--- src/rtl/decoder_pulse_if.sv ---
// Handshake and output bundle for decoder_pulse.
// The master drives the code and valid and watches the one-hot lines. The slave is the decoder.
interface decoder_pulse_if;
  logic       in_valid;
  logic       in_ready;
  logic       b0;
  logic       b1;
  logic       d0;
  logic       d1;
  logic       d2;
  logic       d3;
  logic       out_valid;
  logic [7:0] dec_count;

  modport master (
    output in_valid,
    output b0,
    output b1,
    input  in_ready,
    input  d0,
    input  d1,
    input  d2,
    input  d3,
    input  out_valid,
    input  dec_count
  );

  modport slave (
    input  in_valid,
    input  b0,
    input  b1,
    output in_ready,
    output d0,
    output d1,
    output d2,
    output d3,
    output out_valid,
    output dec_count
  );
endinterface

--- src/rtl/decoder_pulse.sv ---
// Registered 2-to-4 decoder with a valid/ready input handshake.
// An accepted code drives its one-hot line for HOLD cycles. One all-zero gap
// cycle follows before the next code is taken. dec_count is a wrapping debug
// count of accepted codes.
module decoder_pulse #(
  parameter int unsigned HOLD = 4  // pulse width in cycles, 1..255
) (
  input  logic           clk,
  input  logic           rst_n,
  decoder_pulse_if.slave bus
);

  typedef enum logic [1:0] {
    S_IDLE = 2'd0,
    S_HOLD = 2'd1,
    S_GAP  = 2'd2
  } state_t;

  // The counter starts at HOLD-1. It is tested for zero in S_HOLD, so the
  // line stays high for exactly HOLD cycles after the accepting edge.
  localparam logic [7:0] HOLD_LOAD = 8'(HOLD - 1);

  state_t     state;
  logic [7:0] hold_cnt;
  logic [3:0] d_q;
  logic       out_valid_q;
  logic [7:0] dec_count_q;

  function automatic logic [3:0] decode(input logic [1:0] code);
    logic [3:0] lines;
    lines = '0;
    case (code)
      2'b00:   lines = 4'b0001;
      2'b01:   lines = 4'b0010;
      2'b10:   lines = 4'b0100;
      default: lines = 4'b1000;
    endcase
    return lines;
  endfunction

  // Handshake FSM: accept in IDLE, hold the one-hot line, then one gap cycle.
  always_ff @(posedge clk or negedge rst_n) begin
    if (!rst_n) begin
      state       <= S_IDLE;
      d_q         <= '0;
      out_valid_q <= 1'b0;
      hold_cnt    <= '0;
      dec_count_q <= '0;
    end else begin
      case (state)
        S_IDLE: begin
          if (bus.in_valid) begin
            d_q         <= decode({bus.b1, bus.b0});
            out_valid_q <= 1'b1;
            hold_cnt    <= HOLD_LOAD;
            dec_count_q <= dec_count_q + 8'd1;
            state       <= S_HOLD;
          end
        end
        S_HOLD: begin
          if (hold_cnt == '0) begin
            d_q         <= '0;
            out_valid_q <= 1'b0;
            state       <= S_GAP;
          end else begin
            hold_cnt <= hold_cnt - 8'd1;
          end
        end
        S_GAP: begin
          state <= S_IDLE;
        end
        default: begin
          d_q         <= '0;
          out_valid_q <= 1'b0;
          state       <= S_IDLE;
        end
      endcase
    end
  end

  // Ready depends only on state, so in_valid has no combinational path to in_ready.
  assign bus.in_ready  = (state == S_IDLE);
  assign bus.d0        = d_q[0];
  assign bus.d1        = d_q[1];
  assign bus.d2        = d_q[2];
  assign bus.d3        = d_q[3];
  assign bus.out_valid = out_valid_q;
  assign bus.dec_count = dec_count_q;

  // Output invariants: exactly one line while valid, none otherwise.
  a_onehot_when_valid: assert property (@(posedge clk) disable iff (!rst_n)
    out_valid_q |-> $onehot(d_q));
  a_quiet_when_invalid: assert property (@(posedge clk) disable iff (!rst_n)
    !out_valid_q |-> (d_q == '0));

endmodule

--- src/flat_wrapper.sv ---
// flat-port wrapper written by rule: the top's interface ports become plain ports
module decoder_pulse_flat 
#(
  parameter int unsigned HOLD = 4                                  
)
  (clk, rst_n, bus_in_valid, bus_b0, bus_b1, bus_in_ready, bus_d0, bus_d1, bus_d2, bus_d3, bus_out_valid, bus_dec_count);
  decoder_pulse_if bus_i ();
  input  logic clk;
  input  logic rst_n;
  input wire logic [$bits(bus_i.in_valid)-1:0] bus_in_valid;
  input wire logic [$bits(bus_i.b0)-1:0] bus_b0;
  input wire logic [$bits(bus_i.b1)-1:0] bus_b1;
  output wire logic [$bits(bus_i.in_ready)-1:0] bus_in_ready;
  output wire logic [$bits(bus_i.d0)-1:0] bus_d0;
  output wire logic [$bits(bus_i.d1)-1:0] bus_d1;
  output wire logic [$bits(bus_i.d2)-1:0] bus_d2;
  output wire logic [$bits(bus_i.d3)-1:0] bus_d3;
  output wire logic [$bits(bus_i.out_valid)-1:0] bus_out_valid;
  output wire logic [$bits(bus_i.dec_count)-1:0] bus_dec_count;
  assign bus_i.in_valid = bus_in_valid;
  assign bus_i.b0 = bus_b0;
  assign bus_i.b1 = bus_b1;
  assign bus_in_ready = bus_i.in_ready;
  assign bus_d0 = bus_i.d0;
  assign bus_d1 = bus_i.d1;
  assign bus_d2 = bus_i.d2;
  assign bus_d3 = bus_i.d3;
  assign bus_out_valid = bus_i.out_valid;
  assign bus_dec_count = bus_i.dec_count;
  decoder_pulse #(.HOLD(HOLD)) u_core (.clk(clk), .rst_n(rst_n), .bus(bus_i));
endmodule
--- config.mk ---
export PLATFORM = sky130hd
export DESIGN_NAME = decoder_pulse_flat
export DESIGN_NICKNAME = d
export VERILOG_FILES = /design/src/rtl/decoder_pulse_if.sv /design/src/rtl/decoder_pulse.sv /design/src/flat_wrapper.sv
export SDC_FILE = /design/constraint.sdc
export NUM_CORES = 1
export LEC_CHECK = 0
export BUFFER_PORTS_ARGS = -buffer_cell sky130_fd_sc_hd__buf_2
export CORE_AREA = 2 2 51 53
export DETAILED_ROUTE_END_ITERATION = 12
export DIE_AREA = 0 0 53 55
export PLACE_DENSITY = 0.67
export SLEW_MARGIN = 20
export SYNTH_ARGS = -nofsm -noshare
export SYNTH_HDL_FRONTEND = slang
export SYNTH_SLANG_ARGS = --single-unit
--- constraint.sdc ---
create_clock -name clk -period 2.75 [get_ports clk]
set_input_delay 0.825 -clock clk [delete_from_list [all_inputs] [get_ports clk]]
set_output_delay 0.825 -clock clk [all_outputs]
set_load 0.01 [all_outputs]
==> results of run 1 <==
==> worst max path at each step <==
| stage | from | endpoint | slack (ns) | cells past startpoint |
|---|---|---|---|---|
| 2_1_floorplan | bus_in_valid | u_core.hold_cnt[7] | 0.91 | 5 |
| 3_3_place_gp | bus_in_valid | u_core.hold_cnt[7] | 0.78 | 5 |
| 3_5_place_dp | bus_in_valid | u_core.hold_cnt[7] | 0.74 | 5 |
| 4_1_cts | u_core.state[0] | bus_in_ready | 0.83 | 2 |
| 5_1_grt | u_core.state[0] | bus_in_ready | 0.78 | 2 |
| 6_report | u_core.state[0] | bus_in_ready | 0.84 | 2 |
==> layer usage <==
layer	part of all wire (%)	GRT usage [%]
met1	49	22.0
met2	46	25.8
met3	3.8	2.42
met4	2.0	8.97
met5	0	0
==> synthesized netlist by cell type <==
| cell type | n | area, um2 |
|---|---|---|
| ha_1 | 3 | 37.5 |
| nor2_1 | 8 | 30.0 |
| a32o_1 | 1 | 10.0 |
| and3_1 | 2 | 12.5 |
| nor3b_2 | 1 | 12.5 |
| o21ai_0 | 3 | 15.0 |
| o21ai_4 | 1 | 16.3 |
| buf_2 | 1 | 5.00 |
| nor4_2 | 1 | 12.5 |
| or4_4 | 1 | 11.3 |
| a22o_1 | 1 | 8.76 |
| a21o_2 | 1 | 8.76 |
| nor3_1 | 3 | 15.0 |
| or3_2 | 2 | 15.0 |
| nand4_1 | 4 | 25.0 |
| o21ai_2 | 1 | 8.76 |
| buf_4 | 1 | 7.51 |
| a21oi_1 | 5 | 25.0 |
| a311oi_2 | 1 | 15.0 |
| nand2b_1 | 1 | 6.26 |
| or3b_2 | 2 | 17.5 |
| nor3b_1 | 2 | 15.0 |
| clkbuf_1 | 1 | 3.75 |
| inv_1 | 3 | 11.3 |
| mux2i_1 | 3 | 30.0 |
| a41o_1 | 1 | 10.0 |
| nand2_1 | 16 | 60.1 |
| o2bb2ai_1 | 1 | 8.76 |
| dfrtp_1 | 23 | 576 |
| nor2b_1 | 2 | 12.5 |
| xnor2_1 | 7 | 61.3 |
| a31oi_1 | 2 | 12.5 |
==> cell type report <==
class / instances / area (um2)
sequential: 23 / 576
inverter: 3 / 11.3
clock inverter: 1 / 5.00
tap: 30 / 37.5
multi-input combinational: 76 / 513
clock buffer: 3 / 22.5
timing repair buffer: 19 / 97.6
fill: 230 / 1100
==> report_power, final <==
part	total (mW)	internal [mW]	switching, mW
clock network	0.158	0.0544	0.104
logic	0.445	0.204	0.241
registers	0.569	0.441	0.128
==> cells in the final DEF (no fill, tap or decap) <==
cell       netlist  routed
dfrtp_1         23      23
buf_2            1      18
nand2_1         16      16
nor2_1           8       8
xnor2_1          7       7
a21oi_1          5       5
nand4_1          4       4
inv_1            3       3
nor3_1           3       3
o21ai_0          3       3
mux2i_1          3       3
ha_1             3       3
clkbuf_4         0       3
or3b_2           2       2
nor3b_1          2       2
nor2b_1          2       2
and3_1           2       2
a31oi_1          2       2
or3_2            2       2
nor3b_2          1       1
nor4_2           1       1
a311oi_2         1       1
or4_4            1       1
o21ai_4          1       1
o21ai_2          1       1
o2bb2ai_1        1       1
a22o_1           1       1
a21o_2           1       1
a41o_1           1       1
nand2b_1         1       1
a32o_1           1       1
clkinv_2         0       1
buf_4            1       1
==> flip-flops by register name, summed over array words and instances (netlist names) <==
register	flops
u_core.bus.dec_count	8
u_core.state	2
u_core.hold_cnt	8
u_core.bus.out_valid	1
u_core.d_q	4
==> metrics by stage <==
step	cell area, um2	setup WS (ns)
2_1_floorplan	1120	0.914
5_1_grt	1260	0.781
6_report	1260	0.843
4_1_cts	1260	0.829
3_5_place_dp	1230	0.743
3_3_place_gp	1230	0.782
==> cells by family (layout without fill, tap and decap cells) <==
kind of cell,Yosys count,in the layout
buffers and inverters,6,26
XOR/XNOR,7,7
AND/OR/NAND/NOR,45,45
multiplexers,3,3
adder cells (fa/ha/maj),3,3
flip-flops,23,23
AO/OA/AOI/OAI,18,18
==> impl_metrics.json, run 1 <==
{
  "outcome": "finished clean",
  "timing.slew.headroom_pct": 65.6,
  "clock-skew-final_ns": 0.00354,
  "unrepaired_setup_endpoints_after_global_routing": "false",
  "tritoncts": "yes",
  "maxClockFrequency_ghz": 0.524,
  "yosysWarnings": 0,
  "max-clock-path-buffers": 2,
  "cts_made_buffers": 3,
  "crit_fanout": 9,
  "timing.hold.worst.class": "input pin to async pin",
  "syn2layout_area_growth_pct": 13.1,
  "num_vias": 834,
  "arr_time_crit_path_ns": 1.08,
  "seq_area_frac_synth_pct": 51.6,
  "num_antenna_cells": 0,
  "initial_core_utilization_pct": 47.2,
  "chipWidth_um": 53,
  "max_stage_delay_ns": 0.51,
  "cell_breakdown_of_the_critical_path": "nor2_1, buf_2",
  "post_cts_buffers": 0,
  "number_of_global_route_vias_before_repair": 779,
  "worst-endpoint-required_ns": 1.93,
  "grt_first_pass_wirelength_um": 3480,
  "io_pins": 19,
  "timing.rr.end": "u_core.d_q[1]",
  "drt_first_pass_iters": 4,
  "post_drt_wl_per_cell_um": 13.3,
  "place_hpwl_um": 1510,
  "whs_ns": 0.456,
  "critical-path-top-delay-family": "flip-flops",
  "cp_slowest_cell": "dfrtp_1",
  "startpoint_type": "flop",
  "postRouteAntennaNets": 0,
  "numPlacedInstances": 151,
  "dieArea_mm2": 0.00292,
  "nets": 134,
  "period_share_pct": 69.4,
  "clock_tree.root_cell": "clkbuf_4",
  "clock_latency_on_the_worst_skew_pair_ns": 0.31,
  "end_kind": "output pin",
  "synth-compound-area-share_pct": 12.4,
  "r2r_slack_ns": 0.93,
  "wl_um": 2070,
  "synth_simple_gate_area_share_pct": 22.0,
  "synth_top_family_by_area": "simple AND/OR/NAND/NOR gates",
  "reg2reg_depth": 6,
  "grt_start_max_net_pins": 24,
  "cts.sink_count": 23,
  "crit_type": "flop to output pin",
  "grt-ovfl-total": 0,
  "cap_violations": 0,
  "layout_min_cycle_time_ns": 1.91,
  "drc": 0,
  "grt_util_all_layers_pct": 16.4,
  "core.rowCount": 18,
  "post_detailed_route_via_to_cell_ratio": 5.38,
  "design.core.area_mm2": 0.00236,
  "cts.repair.resized": 0,
  "critical_path.n_buffers_inverters": 1,
  "postSynthCellCount": 105,
  "postSynthAreaPerCell_um2": 10.6,
  "fin_util_pct": 53.4,
  "rr_startpoint": "u_core.hold_cnt[0]",
  "total_power_mw": 1.17,
  "mappedNetlistNets": 113,
  "hold_violations": 0,
  "cts_max_level": 1,
  "chipHeight_um": 55,
  "finalMaxSlewViolations": 0,
  "yosysUniqueCellTypes": 32,
  "timing.final.setup_violations": 0,
  "timing.setup.tns_ns": 0,
  "synth_adder_area_share_pct": 3.36,
  "grt_antenna_before_repair": 0,
  "layout.cells.non_filler": 155,
  "postCtsHoldBufs": 0,
  "synthXorXnorAreaFrac_pct": 5.49,
  "worst_vdd_drop_v": 0.000459,
  "leakage_power_nw": 0.626,
  "place.port_buffers": 18,
  "gp_routability_congestion": 0.808,
  "max_slew.worst_pin.slew_ns": 0.512,
  "cts.clk_slew.worst_paths_ns": 0.13,
  "netlist_area_mm2": 0.00112,
  "post_route_cells_drive_above_1_share_pct": 27.2,
  "fraction_of_synthesized_area_in_multiplexers_pct": 2.69,
  "detailedRoute.firstIterationViolations": 9,
  "power_per_cell_area_mw_per_mm2": 929,
  "postSynthRegisterBits": 23
}
Power figures use the tool's default switching activity.
==> inputs of run 2 (changes only) <==
CORE_AREA = 2 2 52 54   (was 2 2 51 53)
DIE_AREA = 0 0 54 56   (was 0 0 53 55)
clock period = 1.6 ns   (was 2.75 ns; I/O delays follow)
==> impl_metrics.json, run 2 (synthesized netlist as in run 1, its figures left out) <==
{
  "timing.final.setup_violations": 5,
  "internal_power_mw": 1.48,
  "most_common_library_cell_in_the_layout_ignoring_fill_and_taps": "dfrtp_1",
  "leakage_power_nw": 0.722,
  "drt_first_pass_iters": 4,
  "chipHeight_um": 56,
  "cts_made_buffers": 3,
  "power_per_cell_area_mw_per_mm2": 1690,
  "max-clock-path-buffers": 2,
  "worst-endpoint-required_ns": 1.81,
  "pwr-share-comb_pct": 50.8,
  "dieArea_mm2": 0.00302,
  "arr_time_crit_path_ns": 1.88,
  "cap_violations": 0,
  "io_pins": 19,
  "startpoint_type": "flop",
  "grt_util_all_layers_pct": 18.7,
  "place.port_buffers": 18,
  "syn2layout_area_growth_pct": 30.7,
  "num_vias": 907,
  "fin_util_pct": 60.0,
  "netSwitchingPower_mw": 0.984,
  "rr_startpoint": "u_core.hold_cnt[1]",
  "num-fill-cells": 202,
  "chipWidth_um": 54,
  "p_seq_share_pct": 38.2,
  "core.rowCount": 18,
  "post_drt_wl_per_cell_um": 14.6,
  "post_detailed_route_via_to_cell_ratio": 5.27,
  "grt_start_max_net_pins": 24,
  "number_of_global_route_vias_before_repair": 908,
  "finalMaxSlewViolations": 0,
  "grt_antenna_before_repair": 0,
  "nets": 151,
  "crit_type": "flop to flop",
  "drc": 0,
  "clock_latency_on_the_worst_skew_pair_ns": 0.31,
  "layout_min_cycle_time_ns": 1.67,
  "power.clock.fraction_pct": 11.0,
  "reg2reg_depth": 6,
  "wl_um": 2520,
  "period_share_pct": 104,
  "place_hpwl_um": 1780,
  "worst_vdd_drop_v": 0.00114,
  "outcome": "finished with violations",
  "cts.sink_count": 23,
  "unrepaired_setup_endpoints_after_global_routing": "true",
  "end_kind": "flop",
  "hold_violations": 0,
  "num_antenna_cells": 0,
  "max_slew.worst_pin.slew_ns": 0.513,
  "final_critical_path_setup_slack_ns": -0.0699,
  "clock_tree.root_cell": "clkbuf_4",
  "postRouteAntennaNets": 0,
  "failing_checks": "negative setup slack",
  "maxClockFrequency_ghz": 0.599,
  "grt_first_pass_wirelength_um": 4170,
  "crit_fanout": 4,
  "r2r_slack_ns": -0.07,
  "grt-ovfl-total": 0,
  "timing.slew.headroom_pct": 65.8,
  "gp_routability_congestion": 0.809,
  "timing.hold.worst.class": "input pin to async pin",
  "design.core.area_mm2": 0.00243,
  "initial_core_utilization_pct": 45.9,
  "cts_max_level": 1,
  "total_power_mw": 2.47,
  "timing.rr.end": "u_core.d_q[3]",
  "tritoncts": "yes",
  "clock-skew-final_ns": 0.00267,
  "post_route_cells_drive_above_1_share_pct": 43.0,
  "power_switching_share_pct": 39.9,
  "detailedRoute.firstIterationViolations": 10,
  "cts.clk_slew.worst_paths_ns": 0.13,
  "most-common-layout-cells": "dfrtp_1, buf_2, buf_4"
}
-- run 2: cell count changes in the layout (fill, tap and decap cells not counted), sizes merged --
cell	previous run	this run
buf	19	36
-- run 2: worst max-delay path by stage --
stage                       startpoint       endpoint  slack (ns)  cells past startpoint
finish              u_core.hold_cnt[1]  u_core.d_q[3]       -0.07                      6
global route        u_core.hold_cnt[1]  u_core.d_q[1]       -0.12                      6
CTS                 u_core.hold_cnt[1]  u_core.d_q[0]       -0.04                      6
detailed placement  u_core.hold_cnt[0]  u_core.d_q[1]       -0.09                      6
global placement    u_core.hold_cnt[0]  u_core.d_q[1]       -0.01                      6
floorplan           u_core.hold_cnt[0]  u_core.d_q[1]       0.006                      6
-- run 2: worst max-delay path, cell delays in order (launching register included) --
cell     delay, ns
dfrtp_1       0.41
inv_2         0.09
ha_4          0.13
or3b_4        0.39
o21ai_4       0.22
o21ai_4       0.11
a32o_1        0.21
-- run 2: power by group through the flow --
stage          Clock [mW]  Combinational [mW]  Sequential, mW
3_5_place_dp            0                1.05           0.931
2_1_floorplan           0               0.586           0.955
6_report            0.271                1.25           0.942
4_1_cts             0.278                1.14           0.929
3_3_place_gp            0                1.01           0.919
5_1_grt             0.304                1.37           0.969
-- run 2: repair_timing --
action,4_1_cts,5_1_grt
buffers inserted,0,4
pin swaps,6,3
hold endpoints to repair,0,0
gates resized for setup,11,6
endpoints found under the setup margin,12,12
hold buffers,0,0
-- run 2: final cells by class --
cell class | count | area [um2] | area share [%]
repair buffers | 36 | 229 | 15.7
inverters | 3 | 11.3 | 0.772
well taps | 30 | 37.5 | 2.57
flip-flops and latches | 23 | 576 | 39.5
clock buffers | 3 | 22.5 | 1.54
clock inverters | 1 | 5.00 | 0.343
multi-input cells | 76 | 578 | 39.6
-- run 2: per-stage QoR --
stage | area [um2] | TNS [ns] | std cells | setup WS [ns] | hold slack, ns
after global placement | 1340 | -0.0144 | 164 | -0.0144 | 0.461
after floorplan | 1120 | 0 | 105 | 0.00576 | 0.184
after global routing | 1460 | -0.588 | 172 | -0.124 | 0.146
final | 1460 | -0.271 | 172 | -0.0699 | 0.120
after CTS | 1400 | -0.171 | 168 | -0.0416 | 0.133
after detailed placement | 1340 | -0.402 | 164 | -0.0922 | 0.471
-- run 2: per-layer routing --
| metal | up-vias | track usage [%] | wire length (um) |
|---|---|---|---|
| met5 | - | 0 | 0 |
| met4 | 0 | 6.07 | 12 |
| met3 | 2 | 2.69 | 79 |
| met2 | 16 | 30.3 | 1270 |
| met1 | 446 | 25.0 | 1160 |
| li1 | 443 | - | - |
==> inputs of run 3 (changes only) <==
CORE_AREA = 2 2 51 53   (was 2 2 52 54)
DIE_AREA = 0 0 53 55   (was 0 0 54 56)
clock period = 1.9 ns   (was 1.6 ns; I/O delays follow)
==> impl_metrics.json, run 3 (synthesized netlist as in run 1, its figures left out) <==
{
  "crit_fanout": 5,
  "cts.clk_slew.worst_paths_ns": 0.13,
  "drc": 0,
  "drt_first_pass_iters": 4,
  "unrepaired_setup_endpoints_after_global_routing": "false",
  "clock-skew-final_ns": 0.00515,
  "timing.rr.end": "u_core.d_q[1]",
  "layout_min_cycle_time_ns": 1.80,
  "detailedRoute.firstIterationViolations": 11,
  "core.rowCount": 18,
  "crit_path_start": "u_core.hold_cnt[0]",
  "initial_core_utilization_pct": 47.2,
  "chipWidth_um": 53,
  "grt_util_all_layers_pct": 17.8,
  "arr_time_crit_path_ns": 2.02,
  "cts_made_buffers": 3,
  "crit_type": "flop to flop",
  "postCtsHoldBufs": 0,
  "clock_latency_on_the_worst_skew_pair_ns": 0.32,
  "num_vias": 835,
  "syn2layout_area_growth_pct": 16.5,
  "most_common_library_cell_in_the_layout_ignoring_fill_and_taps": "dfrtp_1",
  "reg2reg_depth": 6,
  "cell_breakdown_of_the_critical_path": "inv_1, ha_1, or3b_2, o21ai_4, o21ai_2, a22o_1",
  "rr_startpoint": "u_core.hold_cnt[0]",
  "grt_antenna_before_repair": 0,
  "grt_start_max_net_pins": 24,
  "finalMaxSlewViolations": 0,
  "numPlacedInstances": 154,
  "post_detailed_route_via_to_cell_ratio": 5.22,
  "tritoncts": "yes",
  "timing.slew.headroom_pct": 66.3,
  "chipHeight_um": 55,
  "r2r_slack_ns": 0.10,
  "most-common-layout-cells": "dfrtp_1, buf_2, nand2_1",
  "timing.hold.worst.class": "input pin to async pin",
  "cp-endpoint": "u_core.d_q[1]",
  "num_antenna_cells": 0,
  "grt_first_pass_wirelength_um": 3640,
  "maxClockFrequency_ghz": 0.557,
  "hold_violations": 0,
  "timing.final.setup_violations": 0,
  "worst_vdd_drop_v": 0.000668,
  "max_stage_delay_ns": 0.50,
  "cp_slowest_cell": "or3b_2",
  "worst-endpoint-required_ns": 2.13,
  "dieArea_mm2": 0.00292,
  "startpoint_type": "flop",
  "timing.setup.tns_ns": 0,
  "place.port_buffers": 18,
  "number_of_global_route_vias_before_repair": 804,
  "design.core.area_mm2": 0.00236,
  "leakage_power_nw": 0.649,
  "wl_um": 2120,
  "cts.sink_count": 23,
  "grt-ovfl-total": 0,
  "num-fill-cells": 220,
  "nets": 139,
  "outcome": "finished clean",
  "clock_tree.root_cell": "clkbuf_4",
  "max_slew.worst_pin.slew_ns": 0.506,
  "end_kind": "flop",
  "cts_max_level": 1,
  "layout.cells.non_filler": 160,
  "io_pins": 19,
  "period_share_pct": 94.5,
  "gp_routability_congestion": 0.750,
  "post_drt_wl_per_cell_um": 13.2,
  "power_per_cell_area_mw_per_mm2": 1350,
  "max-clock-path-buffers": 2,
  "place_hpwl_um": 1580,
  "postRouteAntennaNets": 0,
  "cap_violations": 0,
  "post_route_cells_drive_above_1_share_pct": 30.0
}
## run 3: changes by cell type in the layout (fill, tap and decap cells not counted), moves of 2 or more
cell | previous run | this run
a21oi_2 | 2 | 0
buf_4 | 17 | 6
a21oi_1 | 3 | 5
o21ai_0 | 1 | 3
inv_1 | 1 | 3
inv_2 | 2 | 0
nor3b_1 | 0 | 2
## run 3: critical path, delay by kind of cell (launching register included)
family	cells	cell delay [ns]
flip-flops	1	0.43
AND/OR/NAND/NOR	1	0.50
AO/OA/AOI/OAI	3	0.54
buffers and inverters	1	0.09
adder cells (fa/ha/maj)	1	0.16
## run 3: final cells by class
class                   instances  area [um2]  share of cell area (%)
flip-flops and latches         23         576                    44.3
multi-input cells              76         513                    39.5
repair buffers                 24         135                    10.4
well taps                      30        37.5                    2.89
clock buffers                   3        22.5                    1.73
inverters                       3        11.3                   0.866
clock inverters                 1        5.00                   0.385
## run 3: how the worst min path moves through the flow
| stage | startpoint | end | slack, ns | depth (start not counted) |
|---|---|---|---|---|
| global route | rst_n | u_core.hold_cnt[2] | 0.22 | 1 |
| detailed placement | u_core.d_q[0] | u_core.d_q[0] | 0.46 | 1 |
| floorplan | rst_n | u_core.bus.dec_count[0] | 0.27 | 0 |
| global placement | u_core.bus.dec_count[7] | u_core.bus.dec_count[7] | 0.46 | 1 |
| finish | rst_n | u_core.d_q[1] | 0.20 | 1 |
| CTS | rst_n | u_core.d_q[1] | 0.21 | 1 |
## run 3: routing by layer
metal  wire, um  up-vias  part of all wire, %  GRT usage, %
met1       1040      391                   49          24.1
met5          0        -                    0             0
li1           -      421                    -             -
met2        948       18                   45          26.3
met3         86        5                  4.1          3.49
met4         48        0                  2.3          11.1
## run 3: through the flow
step	utilization (%)	hold slack, ns	cell area (um2)	total power, mW	setup WS, ns
after detailed placement	53.2	0.463	1260	1.52	0.103
after CTS	54.3	0.208	1280	1.75	0.102
after global placement	53.2	0.457	1260	1.49	0.161
after floorplan	-	0.274	1120	1.29	0.229
after global routing	55.0	0.223	1300	1.92	0.00293
final	55.0	0.197	1300	1.76	0.105
## run 3: timing repair
action                     4_1_cts  5_1_grt
setup buffers                    0        2
setup endpoints to repair        0        1
resized for setup                0        0
## run 3: report_power, final
| group | total (mW) | switching [mW] | internal, mW |
|---|---|---|---|
| clock network | 0.231 | 0.152 | 0.0790 |
| logic | 0.702 | 0.364 | 0.338 |
| registers | 0.825 | 0.186 | 0.639 |
| total | 1.76 | 0.702 | 1.06 |
